--- config.mk ---
export PLATFORM = sky130hd
export DESIGN_NAME = fifo_fwft_pack_flat
export DESIGN_NICKNAME = d
export VERILOG_FILES = /design/src/rtl/fifo_fwft_pack_if.sv /design/src/rtl/fifo_fwft_pack.sv /design/src/flat_wrapper.sv
export SDC_FILE = /design/constraint.sdc
export NUM_CORES = 1
export LEC_CHECK = 0
export ABC_AREA = 1
export CAP_MARGIN = 20
export CORE_MARGIN = 1.5
export CORE_UTILIZATION = 50
export DETAILED_ROUTE_END_ITERATION = 10
export GPL_ROUTABILITY_DRIVEN = 0
export HOLD_SLACK_MARGIN = 0.03
export PLACE_DENSITY = 0.78
export RECOVER_POWER = 25
export SYNTH_ARGS = -nofsm -noshare
export SYNTH_HDL_FRONTEND = slang
export SYNTH_SLANG_ARGS = --single-unit
--- constraint.sdc ---
create_clock -name clk -period 4.2 [get_ports clk]
set_input_delay 0.42 -clock clk [delete_from_list [all_inputs] [get_ports clk]]
set_output_delay 0.42 -clock clk [all_outputs]
set_load 0.01 [all_outputs]
--- src/rtl/fifo_fwft_pack_if.sv ---
// Handshake and status bundle for fifo_fwft_pack: narrow push side, wide FWFT pop side.
interface fifo_fwft_pack_if #(
  parameter int DATA_WIDTH = 8,
  parameter int RATIO      = 4,
  parameter int ADDR_WIDTH = 4
);
  logic                          push;
  logic                          push_last;
  logic [DATA_WIDTH-1:0]         data_in;
  logic                          full;
  logic                          pop;
  logic [DATA_WIDTH*RATIO-1:0]   data_out;
  logic                          data_last;
  logic                          empty;
  logic [ADDR_WIDTH:0]           fifo_count;
  logic                          afull;
  logic                          aempty;
  logic                          pack_busy;
  logic                          overflow;
  logic                          underflow;

  modport master (
    output push, push_last, data_in, pop,
    input  full, data_out, data_last, empty, fifo_count, afull, aempty,
           pack_busy, overflow, underflow
  );

  modport slave (
    input  push, push_last, data_in, pop,
    output full, data_out, data_last, empty, fifo_count, afull, aempty,
           pack_busy, overflow, underflow
  );
endinterface

--- src/rtl/fifo_fwft_pack.sv ---
// FWFT FIFO with narrow-to-wide little-endian packer and per-entry last flag.
// Storage is a flop array read combinationally into a single output register.
module fifo_pack_lane #(
  parameter int DATA_WIDTH = 8,
  parameter int LW         = 2,
  parameter int LANE       = 0
) (
  input  logic                  clk,
  input  logic                  rst_n,
  input  logic                  clr,
  input  logic                  wr_en,
  input  logic [LW-1:0]         lane_cnt,
  input  logic [DATA_WIDTH-1:0] data_in,
  output logic [DATA_WIDTH-1:0] wr_lane
);
  logic [DATA_WIDTH-1:0] q;
  logic                  sel;

  assign sel = (lane_cnt == LW'(LANE));

  always_ff @(posedge clk or negedge rst_n) begin
    if (!rst_n)            q <= '0;
    else if (clr)          q <= '0;
    else if (wr_en && sel) q <= data_in;
  end

  // Lanes already filled come from the register, the current lane bypasses, the rest pad to zero.
  assign wr_lane = (LW'(LANE) < lane_cnt) ? q : (sel ? data_in : '0);
endmodule

module fifo_fwft_pack #(
  parameter int DATA_WIDTH = 8,
  parameter int RATIO      = 4,
  parameter int ADDR_WIDTH = 4,
  parameter int RAM_DEPTH  = 1 << ADDR_WIDTH,
  parameter int AFULL_TH   = RAM_DEPTH - 1,
  parameter int AEMPTY_TH  = 1
) (
  input  logic clk,
  input  logic rst_n,
  input  logic Reset,
  fifo_fwft_pack_if.slave bus
);
  localparam int LW = (RATIO > 1) ? $clog2(RATIO) : 1;

  typedef struct packed {
    logic                                last;
    logic [RATIO-1:0][DATA_WIDTH-1:0]    data;
  } entry_t;

  logic [ADDR_WIDTH-1:0]             wr_ptr, rd_ptr;
  logic [ADDR_WIDTH:0]               mem_count;
  logic [LW-1:0]                     lane_cnt;
  logic [RATIO-1:0][DATA_WIDTH-1:0]  wr_lanes;
  entry_t                            mem [RAM_DEPTH];
  entry_t                            dout_q;
  logic                              dout_valid, ovf_q, unf_q;
  logic                              full, accept, complete, fifo_pop;

  function automatic logic [ADDR_WIDTH-1:0] ptr_nxt(input logic [ADDR_WIDTH-1:0] p);
    return (p == ADDR_WIDTH'(RAM_DEPTH - 1)) ? '0 : p + 1'b1;
  endfunction

  assign full     = (mem_count == (ADDR_WIDTH+1)'(RAM_DEPTH));
  assign accept   = bus.push && !full;
  assign complete = accept && ((lane_cnt == LW'(RATIO - 1)) || bus.push_last);
  assign fifo_pop = (mem_count != '0) && (!dout_valid || bus.pop);

  for (genvar i = 0; i < RATIO; i++) begin : g_lane
    fifo_pack_lane #(.DATA_WIDTH(DATA_WIDTH), .LW(LW), .LANE(i)) u_lane (
      .clk      (clk),
      .rst_n    (rst_n),
      .clr      (Reset || complete),
      .wr_en    (accept),
      .lane_cnt (lane_cnt),
      .data_in  (bus.data_in),
      .wr_lane  (wr_lanes[i])
    );
  end

  always_ff @(posedge clk) begin
    if (complete && !Reset) mem[wr_ptr] <= '{last: bus.push_last, data: wr_lanes};
  end

  always_ff @(posedge clk or negedge rst_n) begin
    if (!rst_n) begin
      wr_ptr     <= '0;
      rd_ptr     <= '0;
      mem_count  <= '0;
      lane_cnt   <= '0;
      dout_q     <= '0;
      dout_valid <= 1'b0;
      ovf_q      <= 1'b0;
      unf_q      <= 1'b0;
    end else if (Reset) begin
      wr_ptr     <= '0;
      rd_ptr     <= '0;
      mem_count  <= '0;
      lane_cnt   <= '0;
      dout_q     <= '0;
      dout_valid <= 1'b0;
      ovf_q      <= 1'b0;
      unf_q      <= 1'b0;
    end else begin
      if (accept)   lane_cnt <= complete ? '0 : lane_cnt + 1'b1;
      if (complete) wr_ptr   <= ptr_nxt(wr_ptr);
      if (fifo_pop) rd_ptr   <= ptr_nxt(rd_ptr);
      unique case ({complete, fifo_pop})
        2'b10:   mem_count <= mem_count + 1'b1;
        2'b01:   mem_count <= mem_count - 1'b1;
        default: ;
      endcase
      if (fifo_pop) begin
        dout_q     <= mem[rd_ptr];
        dout_valid <= 1'b1;
      end else if (bus.pop) begin
        dout_valid <= 1'b0;
      end
      if (bus.push && full)       ovf_q <= 1'b1;
      if (bus.pop && !dout_valid) unf_q <= 1'b1;
    end
  end

  assign bus.full       = full;
  assign bus.data_out   = dout_q.data;
  assign bus.data_last  = dout_q.last & dout_valid;
  assign bus.empty      = !dout_valid;
  assign bus.fifo_count = mem_count + {{ADDR_WIDTH{1'b0}}, dout_valid};
  assign bus.afull      = int'(bus.fifo_count) >= AFULL_TH;
  assign bus.aempty     = int'(bus.fifo_count) <= AEMPTY_TH;
  assign bus.pack_busy  = (lane_cnt != '0);
  assign bus.overflow   = ovf_q;
  assign bus.underflow  = unf_q;
endmodule

--- src/flat_wrapper.sv ---
// flat-port wrapper written by rule: the top's interface ports become plain ports
module fifo_fwft_pack_flat 
#(
  parameter int DATA_WIDTH = 8,
  parameter int RATIO      = 4,
  parameter int ADDR_WIDTH = 4,
  parameter int RAM_DEPTH  = 1 << ADDR_WIDTH,
  parameter int AFULL_TH   = RAM_DEPTH - 1,
  parameter int AEMPTY_TH  = 1
)
  (clk, rst_n, Reset, bus_push, bus_push_last, bus_data_in, bus_pop, bus_full, bus_data_out, bus_data_last, bus_empty, bus_fifo_count, bus_afull, bus_aempty, bus_pack_busy, bus_overflow, bus_underflow);
  fifo_fwft_pack_if #(.DATA_WIDTH(DATA_WIDTH), .RATIO(RATIO), .ADDR_WIDTH(ADDR_WIDTH)) bus_i ();
  input  logic clk;
  input  logic rst_n;
  input  logic Reset;
  input wire logic [$bits(bus_i.push)-1:0] bus_push;
  input wire logic [$bits(bus_i.push_last)-1:0] bus_push_last;
  input wire logic [$bits(bus_i.data_in)-1:0] bus_data_in;
  input wire logic [$bits(bus_i.pop)-1:0] bus_pop;
  output wire logic [$bits(bus_i.full)-1:0] bus_full;
  output wire logic [$bits(bus_i.data_out)-1:0] bus_data_out;
  output wire logic [$bits(bus_i.data_last)-1:0] bus_data_last;
  output wire logic [$bits(bus_i.empty)-1:0] bus_empty;
  output wire logic [$bits(bus_i.fifo_count)-1:0] bus_fifo_count;
  output wire logic [$bits(bus_i.afull)-1:0] bus_afull;
  output wire logic [$bits(bus_i.aempty)-1:0] bus_aempty;
  output wire logic [$bits(bus_i.pack_busy)-1:0] bus_pack_busy;
  output wire logic [$bits(bus_i.overflow)-1:0] bus_overflow;
  output wire logic [$bits(bus_i.underflow)-1:0] bus_underflow;
  assign bus_i.push = bus_push;
  assign bus_i.push_last = bus_push_last;
  assign bus_i.data_in = bus_data_in;
  assign bus_i.pop = bus_pop;
  assign bus_full = bus_i.full;
  assign bus_data_out = bus_i.data_out;
  assign bus_data_last = bus_i.data_last;
  assign bus_empty = bus_i.empty;
  assign bus_fifo_count = bus_i.fifo_count;
  assign bus_afull = bus_i.afull;
  assign bus_aempty = bus_i.aempty;
  assign bus_pack_busy = bus_i.pack_busy;
  assign bus_overflow = bus_i.overflow;
  assign bus_underflow = bus_i.underflow;
  fifo_fwft_pack #(.DATA_WIDTH(DATA_WIDTH), .RATIO(RATIO), .ADDR_WIDTH(ADDR_WIDTH), .RAM_DEPTH(RAM_DEPTH), .AFULL_TH(AFULL_TH), .AEMPTY_TH(AEMPTY_TH)) u_core (.clk(clk), .rst_n(rst_n), .Reset(Reset), .bus(bus_i));
endmodule
=== Yosys cells after proc, flatten, opt, wreduce, memory -nomap -nowiden ===
Memories as Yosys holds them, arrays and structs flattened.
Index checks and enable logic that the tools add are counted.

* Register bits: 83
* RAM bits: 528
* Output and inout port bits: 45
* Word-level logic and storage cells: 106
* Memories kept: 1

* $add $sub $neg: 6
* Magnitude comparators: 6
* Equal/unequal tests: 8
* Mux-type cells: 38
* Bitwise logic cells: 1
* Reduce and logical (&&, ||, !) cells: 30

{| class="wikitable"
|+ Memory list
! memory !! words !! bits a word !! read ports !! clocked after memory_dff !! wr ports !! line !! text
|-
| u_core.mem || 16 || 33 || 1 || 0 || 1 || fifo_fwft_pack.sv:55 || <nowiki>entry_t mem [RAM_DEPTH];</nowiki>
|}

{| class="wikitable"
|+ Operators with widths
! cell !! number
|-
| two-way mux 8 bit || 16
|-
| two-way mux 33 bit || 2
|-
| two-way mux 4 bit || 6
|-
| nonzero test 2 bit || 10
|-
| logical AND 1 bit || 10
|-
| case mux 5 bit (2 select lines) || 1
|-
| two-way mux 1 bit || 9
|-
| adder 4 x 1 -> 4 bit (second input constant) || 2
|-
| equality test 4 bit (second input constant) || 2
|-
| equality test 2 bit (second input constant) || 3
|-
| two-way mux 2 bit || 3
|-
| nonzero test 3 bit || 2
|-
| adder 5 x 1 -> 5 bit || 1
|-
| adder 5 x 1 -> 5 bit (second input constant) || 1
|-
| equality test 5 bit (second input constant) || 1
|-
| greater-or-equal comparator 5 x 4 -> 1 bit (second input constant) || 1
|-
| <= comparator 5 x 1 -> 1 bit (second input constant) || 1
|-
| two-way mux 5 bit || 1
|-
| nonzero test 5 bit || 1
|-
| subtractor 5 x 1 -> 5 bit (second input constant) || 1
|-
| equality test 2 x 1 -> 1 bit (second input constant) || 2
|-
| less-than comparator 1 x 2 -> 1 bit (first input constant) || 2
|-
| less-than comparator 2 bit (first input constant) || 2
|-
| zero test 1 bit || 3
|-
| 4 further kinds || 6
|}

=== Longest topological paths before layout ===
* Word-level depth: 7
* Gate-level depth with buffers: 17

=== Modules after synthesis ===
A second synthesis with hierarchy kept.

* Cell total of the unflattened synthesis: 2024
* Area total of the unflattened synthesis: 24711.2 um^2

{| class="wikitable"
|+ Modules (own cells, without submodules)
! module !! instances !! cells each !! area an instance (um^2) !! seq. area each (um^2)
|-
| fifo_fwft_pack || 1 || 1812 || 23179.7 || 17131.4
|-
| fifo_pack_lane at u_core.g_lane[2].u_lane || 1 || 66 || 510.5 || 200.2
|-
| fifo_pack_lane at u_core.g_lane[0].u_lane || 1 || 64 || 485.5 || 200.2
|-
| fifo_pack_lane at u_core.g_lane[1].u_lane || 1 || 65 || 469.2 || 200.2
|-
| fifo_pack_lane at u_core.g_lane[3].u_lane || 1 || 17 || 66.3 || 0.0
|}

=== Worst setup path before layout ===
OpenSTA, ideal clock, no wires.

* Path type: reg2reg
* Start point: reg u_core.mem_count[0]
* End point: mem u_core.mem[7][0] (netlist name) (enable)
* Setup time: 0.464 ns
* Arrival: 3.232 ns
* Setup slack: 0.504 ns
* Cell stages (with the launch flop): 7
* Buffers on the path: 0
* Period minus slack after synthesis: 3.696 ns
* Cell sequence: dfrtp_1 nor2_1 nand3_2 nand2_1 inv_1 nand3_1 nor3_1

* Longest elaborated chain between the ends: 7

{| class="wikitable"
|+ Ends and longest elaborated chain
! what !! line !! text
|-
| start, declared || fifo_fwft_pack.sv:52 || <nowiki>logic [ADDR_WIDTH:0] mem_count;</nowiki>
|-
| start signal, assigned || fifo_fwft_pack.sv:109 || <nowiki>2'b10: mem_count <= mem_count + 1'b1;</nowiki>
|-
| start signal, assigned || fifo_fwft_pack.sv:110 || <nowiki>2'b01: mem_count <= mem_count - 1'b1;</nowiki>
|-
| equality test 5 bit || fifo_fwft_pack.sv:64 || <nowiki>assign full = (mem_count == (ADDR_WIDTH+1)'(RAM_DEPTH));</nowiki>
|-
| zero test 1 bit || fifo_fwft_pack.sv:65 || <nowiki>assign accept = bus.push && !full;</nowiki>
|-
| logical AND 1 bit || fifo_fwft_pack.sv:65 ||
|-
| logical AND 1 bit || fifo_fwft_pack.sv:66 || <nowiki>assign complete = accept && ((lane_cnt == LW'(RATIO - 1)) || bus.push_last);</nowiki>
|-
| logical AND 1 bit || fifo_fwft_pack.sv:82 || <nowiki>if (complete && !Reset) mem[wr_ptr] <= '{last: bus.push_last, data: wr_lanes};</nowiki>
|-
| two-way mux 1 bit || fifo_fwft_pack.sv:82 ||
|-
| two-way mux 1 bit (implied by the code) || fifo_fwft_pack.sv:82 ||
|-
| end, declared || fifo_fwft_pack.sv:55 ||
|}

No other way between the ends.

=== Final worst setup path ===
* Start point: reg u_core.mem_count[1]
* End point: reg u_core.rd_ptr[1]

* Longest elaborated chain between the ends: 3

{| class="wikitable"
|+ Ends and longest elaborated chain
! what !! line !! text
|-
| nonzero test 5 bit || fifo_fwft_pack.sv:67 || <nowiki>assign fifo_pop = (mem_count != '0) && (!dout_valid || bus.pop);</nowiki>
|-
| logical AND 1 bit || fifo_fwft_pack.sv:67 ||
|-
| nonzero test 2 bit (no source line) || - ||
|-
| end signal, assigned || fifo_fwft_pack.sv:107 || <nowiki>if (fifo_pop) rd_ptr <= ptr_nxt(rd_ptr);</nowiki>
|-
| end, declared || fifo_fwft_pack.sv:51 || <nowiki>logic [ADDR_WIDTH-1:0] wr_ptr, rd_ptr;</nowiki>
|}

No other way between the ends.
A chain may end at the register's enable or synchronous reset.

==> reports/results.txt <==
Root buf cell: clkbuf_16
Compound-Gate Fraction of Synth Area: 0.106
Clk sinks: 603
Cell Rows: 81
Boundary pin count: 59
Routed vias/inst: 5.90
Total leakage power: 10.0 nW
Fin crit share: 0.794
Yosys cell types: 39
Post-synthesis cell count: 1989
Nets@finish: 2045
Total Routing Usage GR: 0.244
Dpl hpwl: 34.7 mm
Crit start category: flop
HP Class: primary input to flop
Die width: 225 microns
CTS clk-pin slew, worst paths: 0.07 ns
DR vias: 16106
CTS tree: yes
Post-synthesis net count: 2015
Pin count of the biggest net entering global routing: 210
R2r setup slk: 0.87 ns
Register area share after synthesis: 0.722
Initial antenna violation count: 0
XOR/XNOR Fraction of Synth Area: 0.00178
Max-slew violations: 65
Setup_tns: 0 ns
# port buffers: 58
Worst-margin pin slew: 2.66 ns
Adder-cell area share of the yosys netlist: 0.00611
FF-to-FF path depth: 7
Initial Utilization: 0.504
First-pass GRT wire length: 93.1 mm
Max Cap Viol: 2
Clk_lat worst skew: 0.61 ns
Failing checks: max-capacitance violations, max-slew violations
Seq cells post-synth: 603
Fmax: 0.300 GHz
Die ar.: 50500 sq um
Detail Route Antenna Nets: 0
Number of synthesized flops with an enable pin: 528
CP Data Arrival Time: 3.85 ns
Main synth FF type: edfxtp_1
Mean Syn Cell Area: 12.4 sq um
Total inserted antenna cells: 0
Mux contribution to synthesized area: 0
Outcome: complete, but fails checks
Final setup viols: 0
1st-pass router iterations: 6
DRC: 0
Layout Skew: 0.0133 ns
Final Hold Fails: 0
Number of H-tree levels: 2
Critical path class: flop to flop
Die Span Y: 225 microns
Setup crit end kind: flop
Post-Synth Simple-Gate Area: 0.115
Final min period: 3.33 ns
DR iter-0 viols: 2442
Pwr dens: 595 nW/um^2
Num CTS Buffers: 58
Synth Warn #: 0
Grt ovf: 0
Layout area overhead: 12.3%
# fillers: 3754
Worst-path maximum fanout: 24
Core area: 48700 sq um
Largest family of logic cells by synthesized area: simple AND/OR/NAND/NOR gates
Worst EP required: 4.71 ns
# resized after CTS: 0
Slew headroom: -0.771
Bufs on Longest Clock Path: 3
Drt wl/cell: 22.4 microns
Vias in the first global route: 16009
Fin cells: 2732
RSZ-0062 raised after global routing: no
Total Wirelength: 61.1 mm
FFs w/ async S/R, synth: 0.124
DP Cell Count: 2620
Layout cells sized above 1: 0.100
Peak VDD IR: 0.901 mV
Hold path cells: 3
Cell Area, Synth: 24600 sq um
## synthesized netlist by cell type (2+ instances only)
cell type / instances / area, sq um
dfrtp_1: 75 / 1880
o211ai_1: 5 / 37.5
nand2_4: 2 / 22.5
o22ai_1: 55 / 344
a32o_1: 7 / 70.1
nor2_2: 3 / 18.8
nor2_1: 172 / 646
edfxtp_1: 528 / 15900
o21ai_2: 25 / 219
o221ai_1: 29 / 254
clkbuf_1: 35 / 131
buf_6: 8 / 90.1
nand2_2: 5 / 31.3
inv_2: 3 / 11.3
o21ai_1: 10 / 50.1
nand4_1: 14 / 87.6
ha_1: 12 / 150
inv_1: 90 / 338
xor2_1: 4 / 35.0
a211oi_1: 21 / 158
buf_2: 51 / 255
buf_1: 4 / 15.0
buf_4: 48 / 360
nand3_1: 93 / 465
a21oi_1: 75 / 375
nand2_1: 393 / 1480
o221a_2: 8 / 90.1
o21ai_0: 200 / 1000
nor3_1: 4 / 20.0
## worst max-delay path: stages, from the launching register on
cell and delay (ns):
dfrtp_1 0.45, nor2_1 0.17, nand3_1 0.12, nand2_1 0.09
inv_2 0.08, nor2_1 1.67, inv_1 0.34, o21ai_0 0.29
## power breakdown
group          leakage, nW  switching [mW]  internal (mW)
Combinational         3.18            2.95           1.35
Clock                0.912            2.19           2.94
Sequential            5.96           0.154           6.84
Total                 10.0            5.29           11.1
## cells by family after synthesis
family / Yosys count
buf+inv: 241
fa+ha+maj: 12
xor+xnor: 5
compound gates: 436
simple gates: 692
flops: 603
## routing by layer
layer / up-vias / global-route usage / routed length, microns
met1: 7885 / 0.327 / 23200
met3: 142 / 0.0523 / 6300
met5: - / 0 / 0
met2: 931 / 0.395 / 29600
met4: 0 / 0.0922 / 2000
li1: 7148 / - / -
## per-stage QoR
step | util | total power, mW | hold WS, ns | area, sq um | setup WS [ns]
after floorplan | - | 10.1 | 0.124 | 24600 | 0.504
after detailed placement | 0.528 | 11.4 | 0.467 | 25700 | 0.926
final | 0.566 | 16.4 | 0.455 | 27600 | 0.867
after global placement | 0.528 | 11.3 | 0.460 | 25700 | 0.996
after CTS | 0.567 | 16.5 | 0.375 | 27600 | 1.00
after global routing | 0.566 | 17.1 | 0.491 | 27600 | 0.685
## placed cells by master, fill, tap and decap left out, types with 8 or more instances in the layout
| cell | count |
|---|---|
| ha_1 | 12 |
| o22ai_1 | 51 |
| edfxtp_1 | 528 |
| clkbuf_16 | 61 |
| dlygate4sd3_1 | 37 |
| nand3_1 | 95 |
| o221a_2 | 8 |
| nor2_4 | 14 |
| nor2_1 | 160 |
| a211oi_1 | 21 |
| o21ai_1 | 12 |
| a21oi_1 | 75 |
| nand4_1 | 14 |
| o221ai_1 | 29 |
| dfrtp_1 | 73 |
| clkdlybuf4s50_1 | 21 |
| clkbuf_1 | 14 |
| inv_1 | 88 |
| clkinv_1 | 16 |
| o21ai_2 | 25 |
| o21ai_0 | 198 |
| buf_4 | 49 |
| nand2_1 | 394 |
| clkinv_2 | 14 |
## flip-flops by register name (all words and copies together), names as in the netlist, 2 cells and up
register,cells
u_core.mem,528
u_core.bus.data_out,32
u_core.g_lane.u_lane.q,24
u_core.mem_count,5
u_core.rd_ptr,4
u_core.wr_ptr,4
u_core.lane_cnt,2
## what timing repair did
| item | in CTS | in global routing |
|---|---|---|
| hold endpoints to repair | 38 | 0 |
| setup buffers | 0 | 0 |
| endpoints found under the setup margin | 0 | 0 |
| hold buffers | 1 | 0 |
## area by class of cell
class,instances,area [sq um],area share
clock buffer,70,1560,0.0566
clock inverter,39,314,0.0114
inverter,95,364,0.0132
multi-input combinational,1145,5740,0.208
sequential,603,17700,0.643
tap,664,831,0.0301
timing repair buffer,116,1040,0.0377
## worst paths after layout
kind,start,end
max,u_core.mem_count[1]$_DFFE_PN0P_,u_core.rd_ptr[1]$_DFFE_PN0P_
min,bus_pop,u_core.bus.underflow$_DFFE_PN0P_
max reg2reg,u_core.mem_count[1]$_DFFE_PN0P_,u_core.rd_ptr[1]$_DFFE_PN0P_
min reg2reg,u_core.bus.data_out[29]$_DFFE_PN0P_,u_core.bus.data_out[29]$_DFFE_PN0P_
max in group asynchronous,rst_n,u_core.rd_ptr[0]$_DFFE_PN0P_
min in group asynchronous,rst_n,u_core.mem_count[4]$_DFFE_PN0P_
Note: power is estimated with default switching activity, not from simulation.
